File: config.mk
export PLATFORM = sky130hd
export DESIGN_NAME = grid_stream_loader
export DESIGN_NICKNAME = d
export VERILOG_FILES = /design/src/rtl/grid_pkg.sv /design/src/rtl/grid_char_decode.sv /design/src/rtl/grid_stream_loader.sv
export SDC_FILE = /design/constraint.sdc
export NUM_CORES = 1
export LEC_CHECK = 0
export ABC_AREA = 1
export CAP_MARGIN = 0
export CORE_ASPECT_RATIO = 0.8
export CORE_MARGIN = 2
export CORE_UTILIZATION = 44
export CTS_CLUSTER_DIAMETER = 200
export DETAILED_ROUTE_END_ITERATION = 16
export HOLD_SLACK_MARGIN = 0.02
export PLACE_DENSITY_LB_ADDON = 0.1
export SLEW_MARGIN = 20
export SYNTH_ARGS = -nofsm -noshare
export SYNTH_HDL_FRONTEND = slang
export SYNTH_SLANG_ARGS = --single-unit
export TNS_END_PERCENT = 1
File: constraint.sdc
create_clock -name clk -period 2.3 [get_ports clk]
set_input_delay 0.345 -clock clk [delete_from_list [all_inputs] [get_ports clk]]
set_output_delay 0.345 -clock clk [all_outputs]
set_load 0.05 [all_outputs]
File: src/rtl/grid_pkg.sv
// Shared constants and enums for the grid text-ingest path.
package grid_pkg;

    localparam logic [7:0] CH_ROLL  = 8'h40;
    localparam logic [7:0] CH_EMPTY = 8'h2E;
    localparam logic [7:0] CH_NL    = 8'h0A;
    localparam logic [7:0] CH_CR    = 8'h0D;

    typedef enum logic [1:0] {
        LOAD = 2'd0,
        ERR  = 2'd1,
        DONE = 2'd2
    } state_t;

    typedef enum logic [2:0] {
        C_ROLL  = 3'd0,
        C_EMPTY = 3'd1,
        C_NL    = 3'd2,
        C_IGN   = 3'd3,
        C_BAD   = 3'd4
    } cls_t;

endpackage

File: src/rtl/grid_char_decode.sv
// Classifies one ASCII byte of puzzle text.
module grid_char_decode
    import grid_pkg::*;
(
    input  logic [7:0] i_byte,
    output cls_t       o_cls
);

    always_comb begin
        o_cls = C_BAD;
        unique case (1'b1)
            (i_byte == CH_ROLL):  o_cls = C_ROLL;
            (i_byte == CH_EMPTY): o_cls = C_EMPTY;
            (i_byte == CH_NL):    o_cls = C_NL;
            (i_byte == CH_CR):    o_cls = C_IGN;
            default:              o_cls = C_BAD;
        endcase
    end

endmodule

File: src/rtl/grid_stream_loader.sv
// Streams puzzle text into an occupancy frame and holds it until acked.
module grid_stream_loader
    import grid_pkg::*;
#(
    parameter int WIDTH = 16,
    parameter int DEPTH = 16
) (
    input  logic                               clk,
    input  logic                               rst_n,
    input  logic                               in_valid,
    output logic                               in_ready,
    input  logic [7:0]                         in_data,
    input  logic                               in_last,
    output logic [WIDTH*DEPTH-1:0]             grid,
    output logic [$clog2(DEPTH+1)-1:0]         rows,
    output logic [$clog2(WIDTH+1)-1:0]         cols,
    output logic [$clog2(WIDTH*DEPTH+1)-1:0]   roll_count,
    output logic                               grid_valid,
    output logic                               grid_err,
    input  logic                               grid_ack
);

    localparam int CW = $clog2(WIDTH+1);
    localparam int RW = $clog2(DEPTH+1);
    localparam int NW = $clog2(WIDTH*DEPTH+1);
    localparam int IW = $clog2(WIDTH*DEPTH);

    state_t                 r_state;
    logic [WIDTH*DEPTH-1:0] r_grid;
    logic [RW-1:0]          r_rows;
    logic [CW-1:0]          r_cols;
    logic [CW-1:0]          r_col;
    logic [NW-1:0]          r_rolls;
    logic                   r_first;
    logic                   r_err;

    cls_t          w_cls;
    logic          w_acc;
    logic          w_cell;
    logic          w_cell_err;
    logic          w_close;
    logic          w_wid_err;
    logic          w_err;
    logic [CW-1:0] w_col_adv;
    logic [RW-1:0] w_rows_nxt;
    logic [IW-1:0] w_idx;

    grid_char_decode u_dec (
        .i_byte (in_data),
        .o_cls  (w_cls)
    );

    assign w_acc      = in_valid && (r_state != DONE);
    assign w_cell     = (w_cls == C_ROLL) || (w_cls == C_EMPTY);
    assign w_cell_err = w_cell &&
                        ((r_col == CW'(WIDTH)) || (r_rows == RW'(DEPTH)));
    assign w_col_adv  = r_col + CW'(w_cell);
    // in_last closes an unterminated row exactly like a trailing newline
    assign w_close    = !w_cell_err && (w_cls != C_BAD) &&
                        (w_col_adv != '0) &&
                        ((w_cls == C_NL) || in_last);
    assign w_wid_err  = w_close && r_first && (w_col_adv != r_cols);
    assign w_err      = w_cell_err || (w_cls == C_BAD) || w_wid_err;
    assign w_rows_nxt = r_rows + RW'(w_close);
    assign w_idx      = IW'(int'(r_rows) * WIDTH + int'(r_col));

    always_ff @(posedge clk or negedge rst_n) begin
        if (!rst_n) begin
            r_state <= LOAD;
            r_grid  <= '0;
            r_rows  <= '0;
            r_cols  <= '0;
            r_col   <= '0;
            r_rolls <= '0;
            r_first <= 1'b0;
            r_err   <= 1'b0;
        end else begin
            unique case (r_state)
                LOAD: begin
                    if (w_acc) begin
                        if (w_cell && !w_cell_err) begin
                            if (w_cls == C_ROLL) begin
                                r_grid[w_idx] <= 1'b1;
                                r_rolls       <= r_rolls + NW'(1);
                            end
                            r_col <= w_col_adv;
                        end
                        if (w_close) begin
                            r_rows <= w_rows_nxt;
                            r_col  <= '0;
                            if (!r_first) begin
                                r_cols  <= w_col_adv;
                                r_first <= 1'b1;
                            end
                        end
                        if (in_last) begin
                            r_state <= DONE;
                            r_err   <= w_err || (w_rows_nxt == '0);
                        end else if (w_err) begin
                            r_state <= ERR;
                        end
                    end
                end
                ERR: begin
                    if (w_acc && in_last) begin
                        r_state <= DONE;
                        r_err   <= 1'b1;
                    end
                end
                DONE: begin
                    if (grid_ack) begin
                        r_state <= LOAD;
                        r_grid  <= '0;
                        r_rows  <= '0;
                        r_cols  <= '0;
                        r_col   <= '0;
                        r_rolls <= '0;
                        r_first <= 1'b0;
                        r_err   <= 1'b0;
                    end
                end
                default: r_state <= LOAD;
            endcase
        end
    end

    assign in_ready   = (r_state != DONE);
    assign grid       = r_grid;
    assign rows       = r_rows;
    assign cols       = r_cols;
    assign roll_count = r_rolls;
    assign grid_valid = (r_state == DONE);
    assign grid_err   = r_err;

endmodule

==> results.cfg <==
[final_layout]
nNetsFinal = 1563
sequential_cell_area_sq_um = 7110
final_core_util = 0.657
syn2layout_area_growth_pct = 47.0
post_layout_nonfiller_instances = 1883
multi_input_comb_area_sq_um = 3820
post_route_cells_drive_above_1_share = 0.149
antenna_cells_inserted = 0
number_of_fill_cells = 2086

[logic_synthesis]
post_synthesis_cells = 1165
edff_count_synth = 0
most_numerous_cell_types_in_the_synthesized_netlist = sky130_fd_sc_hd__nor2_1 (311), sky130_fd_sc_hd__dfrtp_1 (284), sky130_fd_sc_hd__a21oi_1 (264)
postSynthRegisterBits = 284
yosys_warning_total = 0
synth_most_common_cell = sky130_fd_sc_hd__nor2_1
synth_top_flop_cell = sky130_fd_sc_hd__dfrtp_1
synth_area_sq_um = 11300
synth.yosys.seq_area_share = 0.628
synth.net_count = 1188
syn_avg_cell_area_sq_um = 9.71
synth_cell_types = 34
yosys.area.top_type_share = 0.628
postSynth.asyncResetShare = 1.00
dominant_cells_by_area_after_synthesis = sky130_fd_sc_hd__dfrtp_1 (63%), sky130_fd_sc_hd__a21oi_1 (12%), sky130_fd_sc_hd__nor2_1 (10%)
yosys.area.top_type = sky130_fd_sc_hd__dfrtp_1

[worst_setup_path]
cp-endpoint = grid_err
reg2reg_from = r_state[1]
worstSetupStartpoint = in_data[2]
cpPeakStageDelay_ns = 0.47
critical-path-slowest-cell = sky130_fd_sc_hd__clkdlybuf4s50_1
critical_path_required_ns = 2.74
cp_common_cell = sky130_fd_sc_hd__nand2_1
cp-end-kind = flip-flop
critPathTopFamily = simple AND/OR/NAND/NOR gates
setup.worst_path.class = in -> reg
category_of_the_worst_setup_path_launch_point = primary input
crit_path_cell_trace = clkdlybuf4s50_1 -> nand2_1 -> nor2_1 -> nand2_1 -> nand2_2 -> ha_4 -> ha_4 -> inv_2 -> nand2_2 -> nand2_2 -> nor3_2 -> nand2_1 -> nor2_2 -> nor2_2 -> ha_2 -> ha_4 -> xor2_2 -> nor3_1 -> a31o_2 -> o21ai_1 -> nand2_1
timing.critical_path.depth = 21
critPathMaxFanout = 3
setup.reg_to_reg.worst_slack_ns = -0.28
timing.reg2reg.worst_path_depth = 13
buffer_and_inverter_count_on_the_worst_path = 2
rr_endpoint = grid[225]
cp.arrival_ns = 3.02

[drt]
drt_first_pass_iters = 5
dr.first_iter.drc_count = 849
viasPerCell = 5.30
ant_nets = 0
finalWirelength_mm = 37.5
count_of_vias_placed_by_the_detailed_router = 9974
routed_wire_length_per_instance_microns = 19.9
route.detailed.drc = 0

[sta]
setup_total_negative_slack_ns = -28.09
finalCriticalPeriod_ns = 2.59
portion_of_the_clock_cycle_consumed_by_the_worst_path_in_the_final_layout = 1.12
timing.max_slew.rel_slack = 0.278
setup_viol_count_final = 174
unrepaired_setup_endpoints_after_global_routing = true
clock.fmax_mhz = 387
worst_slack_ns = -0.286
slew_violations = 0
final.setup_skew_ns = 0.0198
hold_viol = 0
transition_at_the_pin_with_the_smallest_max_transition_slack_ns = 1.08

[power_and_ir_drop]
vdd_ir_drop_max_mv = 0.531
cellPowerDensity_nw_per_um2 = 804
p_total_w = 0.0134
power.static_leakage_nw = 8.13

[global_route]
global_route_wire_length_before_repair_mm = 57.8
grt_overflow = 0
grt_start_max_net_pins = 73
groute.usage.overall = 0.277
grt_pass1_vias = 9824
antenna_found_initial = 0

[placed_design]
gpl.final_weighted_congestion = 0.842
buffer_ports.inserted = 290
placedCellCount = 1822
pre_cts_ws_ns = -1.07
hpwlAfterDp_mm = 25.3

[clock_network]
cts_tree = built
worstSkewPairLatency_ns = 0.56
clock-root-buffer = sky130_fd_sc_hd__clkbuf_16
cts-buffers-inserted = 29
cts.reportedPaths.clkPinSlew_ns = 0.06
cts_htree_levels = 1
ctsLongestPathBuffers = 3
numClockSinks = 284

[floorplanning]
die_area_sq_um = 27000
fp.coreArea_sq_um = 25300
placementRows = 52
fp.dieW_microns = 183
start_util = 0.447
floorplan.die.height_microns = 147
ios = 291

[run_status]
outcome = finished, violations left
violations_in_the_final_reports = negative setup slack

[min_path]
worstHoldPathType = in -> async

[run]
cap_viol_max_count = 0
[power by group]
group / switching, W / leakage (nW) / internal (W)
Combinational: 0.00211 / 3.69 / 0.00107
Clock: 0.00200 / 0.488 / 0.00285
Sequential: 0.000156 / 3.95 / 0.00518
Total: 0.00427 / 8.13 / 0.00909
[worst register-to-register path, delay by kind of cell (launching register included)]
family	cells	cell delay (ns)
adder cells (fa/ha/maj)	1	0.18
AND/OR/NAND/NOR	7	1.27
AO/OA/AOI/OAI	2	0.31
buffers and inverters	3	0.34
flip-flops	1	0.42
[per-stage QoR]
stage | cell area (sq um) | hold WS, ns
3_3_place_gp | 15400 | 0.355
4_1_cts | 16500 | 0.342
2_1_floorplan | 11400 | 0.0494
6_report | 16600 | 0.328
3_5_place_dp | 15400 | 0.366
5_1_grt | 16600 | 0.356
[area by class of cell]
cell class | instances | share of cell area
Sequential cell | 284 | 0.427
Timing Repair Buffer | 409 | 0.246
Multi-Input combinational cell | 768 | 0.230
Clock buffer | 40 | 0.0521
Tap cell | 324 | 0.0244
Inverter | 48 | 0.0127
Clock inverter | 10 | 0.00722
[worst min-delay path by stage]
stage          start        end  cells past startpoint
5_1_grt        rst_n  grid[103]                      2
2_1_floorplan  rst_n    cols[0]                      0
3_3_place_gp   rst_n  grid[159]                      1
4_1_cts        rst_n  grid[103]                      2
6_report       rst_n  grid[103]                      2
3_5_place_dp   rst_n  grid[159]                      1
[cells in the final DEF, fill, tap and decap left out, drive strengths merged]
cell / netlist / routed
a21oi: 265 / 265
clkdlybuf4s50: 0 / 279
nand4: 7 / 7
clkinv: 1 / 7
nor2: 312 / 312
dlygate4sd2: 0 / 5
clkinvlp: 0 / 2
a31o: 1 / 1
nand3: 26 / 26
or2: 2 / 2
ha: 10 / 10
nor3: 24 / 24
clkbuf: 43 / 41
dlymetal6s2s: 0 / 3
nor4: 1 / 1
o21ai: 20 / 20
buf: 22 / 120
inv: 47 / 47
dlygate4sd3: 0 / 1
nand2: 89 / 89
xor2: 5 / 5
xnor2: 3 / 3
and3: 1 / 1
o31ai: 2 / 2
dfrtp: 284 / 284
bufinv: 0 / 2
[state kept, by name, indices dropped and copies added (netlist names)]
name,cells
cols,5
grid,256
grid_err,1
r_col,5
r_first,1
r_state,2
roll_count,9
rows,5
[timing repair]
action / in CTS / in global routing
setup buffers: 2 / 7
hold buffers: 1 / 0
setup endpoints to repair: 239 / 247
cloned: 0 / 1
endpoints found under the hold margin: 52 / 0
resized for setup: 16 / 15
pin swaps: 10 / 20
[layer usage]
| layer | track usage | wire length [microns] | vias up |
|---|---|---|---|
| met1 | 0.408 | 16800 | 4961 |
| met3 | 0.0638 | 2930 | 61 |
| met4 | 0.0856 | 1150 | 0 |
| met2 | 0.412 | 16700 | 371 |
| li1 | - | - | 4581 |
| met5 | 0 | 0 | - |
[logic make-up (layout without fill, tap and decap cells)]
group                    after synthesis  in the layout  share of synthesized area
XOR/XNOR                               8              8                    0.00619
buffers and inverters                113            507                     0.0452
AO/OA/AOI/OAI                        288            288                      0.129
flip-flops                           284            284                      0.628
AND/OR/NAND/NOR                      462            462                      0.180
adder cells (fa/ha/maj)               10             10                     0.0111
Power figures use the tool's default switching activity.
==> patch 1: new RTL, same settings <==
Encoding of `state_t`: now one-hot (3 bits for 3 states).
--- a/src/rtl/grid_pkg.sv
+++ b/src/rtl/grid_pkg.sv
@@ -6,10 +6,10 @@
     localparam logic [7:0] CH_NL    = 8'h0A;
     localparam logic [7:0] CH_CR    = 8'h0D;
 
-    typedef enum logic [1:0] {
-        LOAD = 2'd0,
-        ERR  = 2'd1,
-        DONE = 2'd2
+    typedef enum logic [2:0] {
+        LOAD = 3'b001,
+        ERR  = 3'b010,
+        DONE = 3'b100
     } state_t;
 
     typedef enum logic [2:0] {
Formal check against the unedited RTL: no difference found for any inputs over 4 cycles, from zero or initial values and one cycle with rst_n low; so few cycles prove little.
==> patch 1 against the unedited design <==
Setup slack gained 0.057 ns. Synthesized area grew 10%. The flow still finishes with violations (setup timing). Sequential share of layout area shrank 2.6 points. Highest routed layer unchanged. Sequential cell count grew 1. Routed wire length grew 3.3%. Count of clock-buffer cells in the layout grew 11. Final area grew 6.8%.
Power is left out: the tool's default activity adds up to more than one toggle a clock period on the data nets, which glitch-free logic cannot reach.
==> patch 1: results (changes against the unedited design) <==
- The cell family with the largest share of critical-path delay is simple AND/OR/NAND/NOR gates.
- The netlist area before placement is 12500 um^2 (+10%).
- The worst path setup slack after routing is -0.229 ns (+0.0571 ns).
- The checks that failed: setup timing.
- The commonest cells after synthesis are 334 x nand2_1, 310 x inv_1, 284 x dfrtp_1.
- The largest clock skew in the final design is 0.0208 ns (+0.00101 ns).
- The biggest cell delay along the critical path is 0.41 ns (-0.06 ns).
- The number of DRC markers after the initial detailed-route iteration came to 718 (-15%).
- The max-slew headroom at the worst pin was 42.4% (+15 points).
- The iteration count of the initial detailed-routing pass is 5 (unchanged).
- Clock latency on the worst-skew pair, taken at its later pin, is 0.55 ns.
- The final antenna diode count is 0 (unchanged).
- The number of failing setup endpoints in the final timing report came to 49 (-72%).
- The placed wire-length estimate after detailed placement is 26400 um (+4.0%).
- The worst register-to-register path begins at r_col[0].
- The arrival time at the worst endpoint is 3.00 ns (-0.02 ns).
- The number of cell instances on the worst register-to-register path is 16 (+3).
- The overall routing resource usage was 26.0% (-1.7 points).
- The flow ran to the end, but the final reports show violations.
- The post-synthesis cell type count is 36 (+5.9%).
- The number of fill cells in the layout is 2477 (+19%).
- The top fanout value on the critical path was 4 (+1).
- The post-synth net total was 1466 (+23%).
- The largest individual stage delay along the critical path comes from the cell dfrtp_2.
- The total via count in the routed design is 10800 (+8.2%).
- The number of global-route vias before repair is 10300 (+5.0%).
- The proportion of layout cells with a drive suffix above 1 is 12.7% (-2.2 points).
- The sequential fraction of the synthesis area is 57.3% (-5.5 points).
- The first-pass GRT wire length came to 59700 um (+3.4%).
- The final estimated routing congestion in global placement was 0.872 (+3.6%).
- The level count of the clock H-tree was 1 (unchanged).
- The maximum number of pins on one net before global-route repair was 60 (-18%).
- The startpoint class of the critical path is a flip-flop.
- The aggregate routed wire length was 38800 um (+3.3%).
- The post-detailed-placement cell area was 16400 um^2 (+6.2%).
- The net count of the finished layout was 1830 (+17%).
- Yosys attributes the largest share of cell area to dfrtp_1 57%, a21oi_1 11%, nand2_1 10%.
- The number of buffers inserted during clock tree synthesis was 30 (+3.4%).
- The destination of the worst register-to-register timing path is grid_err.
[patch 1: stage by stage]
stage	util [%]	setup TNS, ns	setup slack, ns	hold WS (ns)	instances
after global placement	58.4	-184.04	-1.01	0.315	2120
after global routing	63.2	-15.74	-0.308	0.364	2202
after CTS	62.8	-3.14	-0.214	0.343	2196
final	63.2	-2.25	-0.229	0.326	2202
after floorplan	-	-2.84	-0.273	0.0494	1446
after detailed placement	58.4	-186.47	-1.07	0.314	2120
[patch 1: worst max-delay path by stage]
| stage | slack, ns | end | depth (start not counted) |
|---|---|---|---|
| floorplan | -0.27 | grid_err | 21 |
| global placement | -1.01 | grid_err | 22 |
| detailed placement | -1.07 | grid_err | 21 |
| CTS | -0.21 | grid_err | 21 |
| global route | -0.31 | grid_err | 16 |
| finish | -0.23 | grid_err | 16 |
[patch 1: final cells by class]
cell class | count | share of cell area (%)
clock buffer | 51 | 5.19
timing repair buffer | 400 | 22.9
inverter | 313 | 6.79
tap | 370 | 2.61
multi-input combinational | 780 | 22.2
clock inverter | 3 | 0.120
sequential | 285 | 40.2
[patch 1: per-layer routing]
layer	wire, um	track usage, %
met4	873	5.63
met2	17200	39.7
met5	0	0
met1	17700	37.9
met3	3020	6.17
[patch 1: cells by family after synthesis]
group           count (synthesis)  share of synthesized area, %
simple gates                  471                          16.9
compound gates                292                          11.9
buf+inv                       381                          12.5
fa+ha+maj                       7                         0.703
xor+xnor                       10                         0.703
flops                         285                          57.3
[patch 1: repair_timing]
action | 4_1_cts | 5_1_grt
hold endpoints to repair | 50 | 0
gates resized for setup | 17 | 37
setup endpoints to repair | 270 | 201
pin swaps | 19 | 21
hold buffers | 1 | 0
setup buffers | 21 | 6
==> patch 2: new RTL, config.mk and constraints unchanged <==
Without the edit above. `DEPTH`: 16 -> 32.
--- a/src/rtl/grid_stream_loader.sv
+++ b/src/rtl/grid_stream_loader.sv
@@ -3,7 +3,7 @@
     import grid_pkg::*;
 #(
     parameter int WIDTH = 16,
-    parameter int DEPTH = 16
+    parameter int DEPTH = 32
 ) (
     input  logic                               clk,
     input  logic                               rst_n,
Interface: changed (resized grid, roll_count and rows); port bits go from 291 to 549. No check against the original RTL was run, so the function may have changed too.
==> patch 2 against the unedited design <==
The run still ends with setup timing left. Setup slack improved by 0.073 ns. Register-to-register slack improved by 0.07 ns. Highest routed layer unchanged. Die area rose by 110%. Combinational power rose by 28%. Critical path depth fell by 2. Non-clock buffer count rose by 356. Global-route usage rose by 2.8 points. Final area rose by 100%. Power rose by 67%. Sequential cell count rose by 258. Count of clock-buffer cells in the layout rose by 40. Synthesized area rose by 110%. Sequential share of layout area fell by 2.3 points. Routed wire length rose by 140%.
==> patch 2: results (changes against the unedited design) <==
- The placed wire-length estimate after detailed placement was 57300 um (+130%).
- The per-cell routed wire length is 22.3 um (+12%).
- The post-synth net total is 2635 (+120%).
- By area the synthesized netlist is led by dfrtp_1 57%, nor2_1 13%, a21oi_1 11%.
- The number of buffers inserted by port buffering is 548 (+89%).
- The count of hold-fix buffers inserted at cts is 1 (unchanged).
- By count the netlist is led by 852 x nor2_1, 542 x dfrtp_1, 518 x a21oi_1.
- The number of DRC markers after the initial detailed-route iteration is 2146 (+150%).
- The maximum number of pins on one net before global-route repair is 62 (-15%).
- The net count of the finished layout is 3257 (+110%).
- The count of synthesis-stage warnings from yosys is 0 (unchanged).
- The worst IR drop on VDD is 542 uV (+2.1%).
- The total via count in the routed design is 21400 (+110%).
- The leakage component of the power is 15.0 nW (+84%).
- The library cell contributing the largest single delay on the critical path is dfrtp_1.
- The worst-margin pin slew is 0.739 ns (-0.340 ns).
- The sequential fraction of the synthesis area was 57.2% (-5.6 points).
- The overall routing resource usage is 30.6% (+2.8 points).
- The buffer depth of the longest clock path is 3 (unchanged).
- The number of global-route vias before repair came to 20800 (+110%).
- The first-pass GRT wire length was 130000 um (+130%).
- The clock insertion delay at the later pin of the skew report was 0.60 ns (+0.04 ns).
- The top fanout value on the critical path is 3 (unchanged).
- The flip-flop count of the largest register after layout was 512 (+100%).
- The post-synthesis cell type count is 31 (-8.8%).
- The number of placed cells counting well taps came to 3835 (+110%).
- The share of synthesized registers carrying an async set or reset is 100% (unchanged).
- The level count of the clock H-tree is 2 (+1).
- TritonCTS built the clock tree.
- The proportion of layout cells with a drive suffix above 1 is 21.0% (+6.2 points).
- The sequential group power was 9.77 mW (+83%).
- The worst slack at placement was -1.15 ns (-0.0750 ns).
- The part of the power in the clock network is 38.0% (+1.7 points).
- The reported clock group power is 8.48 mW (+75%).
- The run finished, with violations left.
- The arrival time at the worst endpoint was 3.06 ns (+0.04 ns).
- The number of buffers inserted during clock tree synthesis is 55 (+90%).
- The flip-flop cell with the highest count after synthesis is dfrtp_1.
- The path class of the tightest hold or removal check is input pin to async pin.
- The cell family with the largest share of critical-path delay is simple AND/OR/NAND/NOR gates.
- The clock transition time at the flip-flop clock pins of the worst setup and hold paths is 0.06 ns (about the same).
- The number of failing setup endpoints in the final timing report came to 14 (-92%).
- The post-CTS setup buffer count is 25 (+23).
- The iteration count of the initial detailed-routing pass is 5 (unchanged).
- The final estimated routing congestion in global placement was 0.893 (+6.1%).
- The post-synthesis average cell area came to 9.08 um^2 (-6.5%).
- The final antenna diode count was 0 (unchanged).
- The number of fill cells in the layout is 4499 (+120%).
- The number of antenna violations at the first check in global routing is 0 (unchanged).
- The largest clock skew in the final design was 0.0104 ns (-0.00936 ns).
- The switching power as a share of total power was 29.6% (-2.4 points).
- The cell at the root of the clock tree is clkbuf_16.
- The aggregate routed wire length is 88600 um (+140%).
- The worst path setup slack after routing is -0.212 ns (+0.0732 ns).
- The post-cts resize count came to 47 (+31).
- The biggest cell delay along the critical path is 0.43 ns (-0.04 ns).
- The final reports fail on setup timing.
-- patch 2: cell count changes after synthesis, sizes merged, moves of 15 or more --
cell    unedited run  this run
nor2             312      1060
dfrtp            284       542
a21oi            265       518
buf               22       106
clkbuf            43        95
nand3             26        67
nand2             89       111
nor3              24         9
-- patch 2: per-stage QoR --
| step | TNS (ns) | instance area (um^2) |
|---|---|---|
| final | -0.840 | 33500 |
| after global routing | -14.43 | 33500 |
| after CTS | -61.83 | 32900 |
| after detailed placement | -108.37 | 31000 |
| after global placement | -102.38 | 31000 |
| after floorplan | -55.04 | 23800 |
-- patch 2: final timing paths --
kind                       startpoint  slack (ns)             to  depth (start not counted)
setup / recovery             r_col[0]       -0.21       grid_err                         19
hold / removal                  rst_n        0.30  roll_count[7]                          2
setup reg to reg             r_col[0]       -0.21       grid_err                         19
hold reg to reg             grid[193]        0.50      grid[193]                          2
max in group asynchronous       rst_n        1.19      grid[217]                          3
min in group clk            grid[193]        0.50      grid[193]                          2
-- patch 2: routing by layer --
layer	up-vias	GRT usage (%)	wire, um
li1	9640	-	-
met1	10700	40.8	37000
met2	887	48.2	40800
met3	199	7.34	6830
met4	0	12.3	3900
met5	-	0	0
-- patch 2: final cells by class --
| cell class | count | share of cell area (%) |
|---|---|---|
| clock buffer | 80 | 4.63 |
| clock inverter | 9 | 0.220 |
| inverter | 45 | 0.571 |
| multi-input combinational | 1825 | 28.0 |
| sequential | 542 | 40.5 |
| tap | 702 | 2.62 |
| timing repair buffer | 765 | 23.5 |
-- patch 2: logic make-up (layout without fill, tap and decap cells) --
group           after synthesis  in the layout  synth area share, %
fa+ha+maj                    10             10                0.528
simple gates               1261           1262                 24.8
buf+inv                     246            899                 5.34
flops                       542            542                 57.2
compound gates              542            542                 11.5
xor+xnor                     11             11                0.644
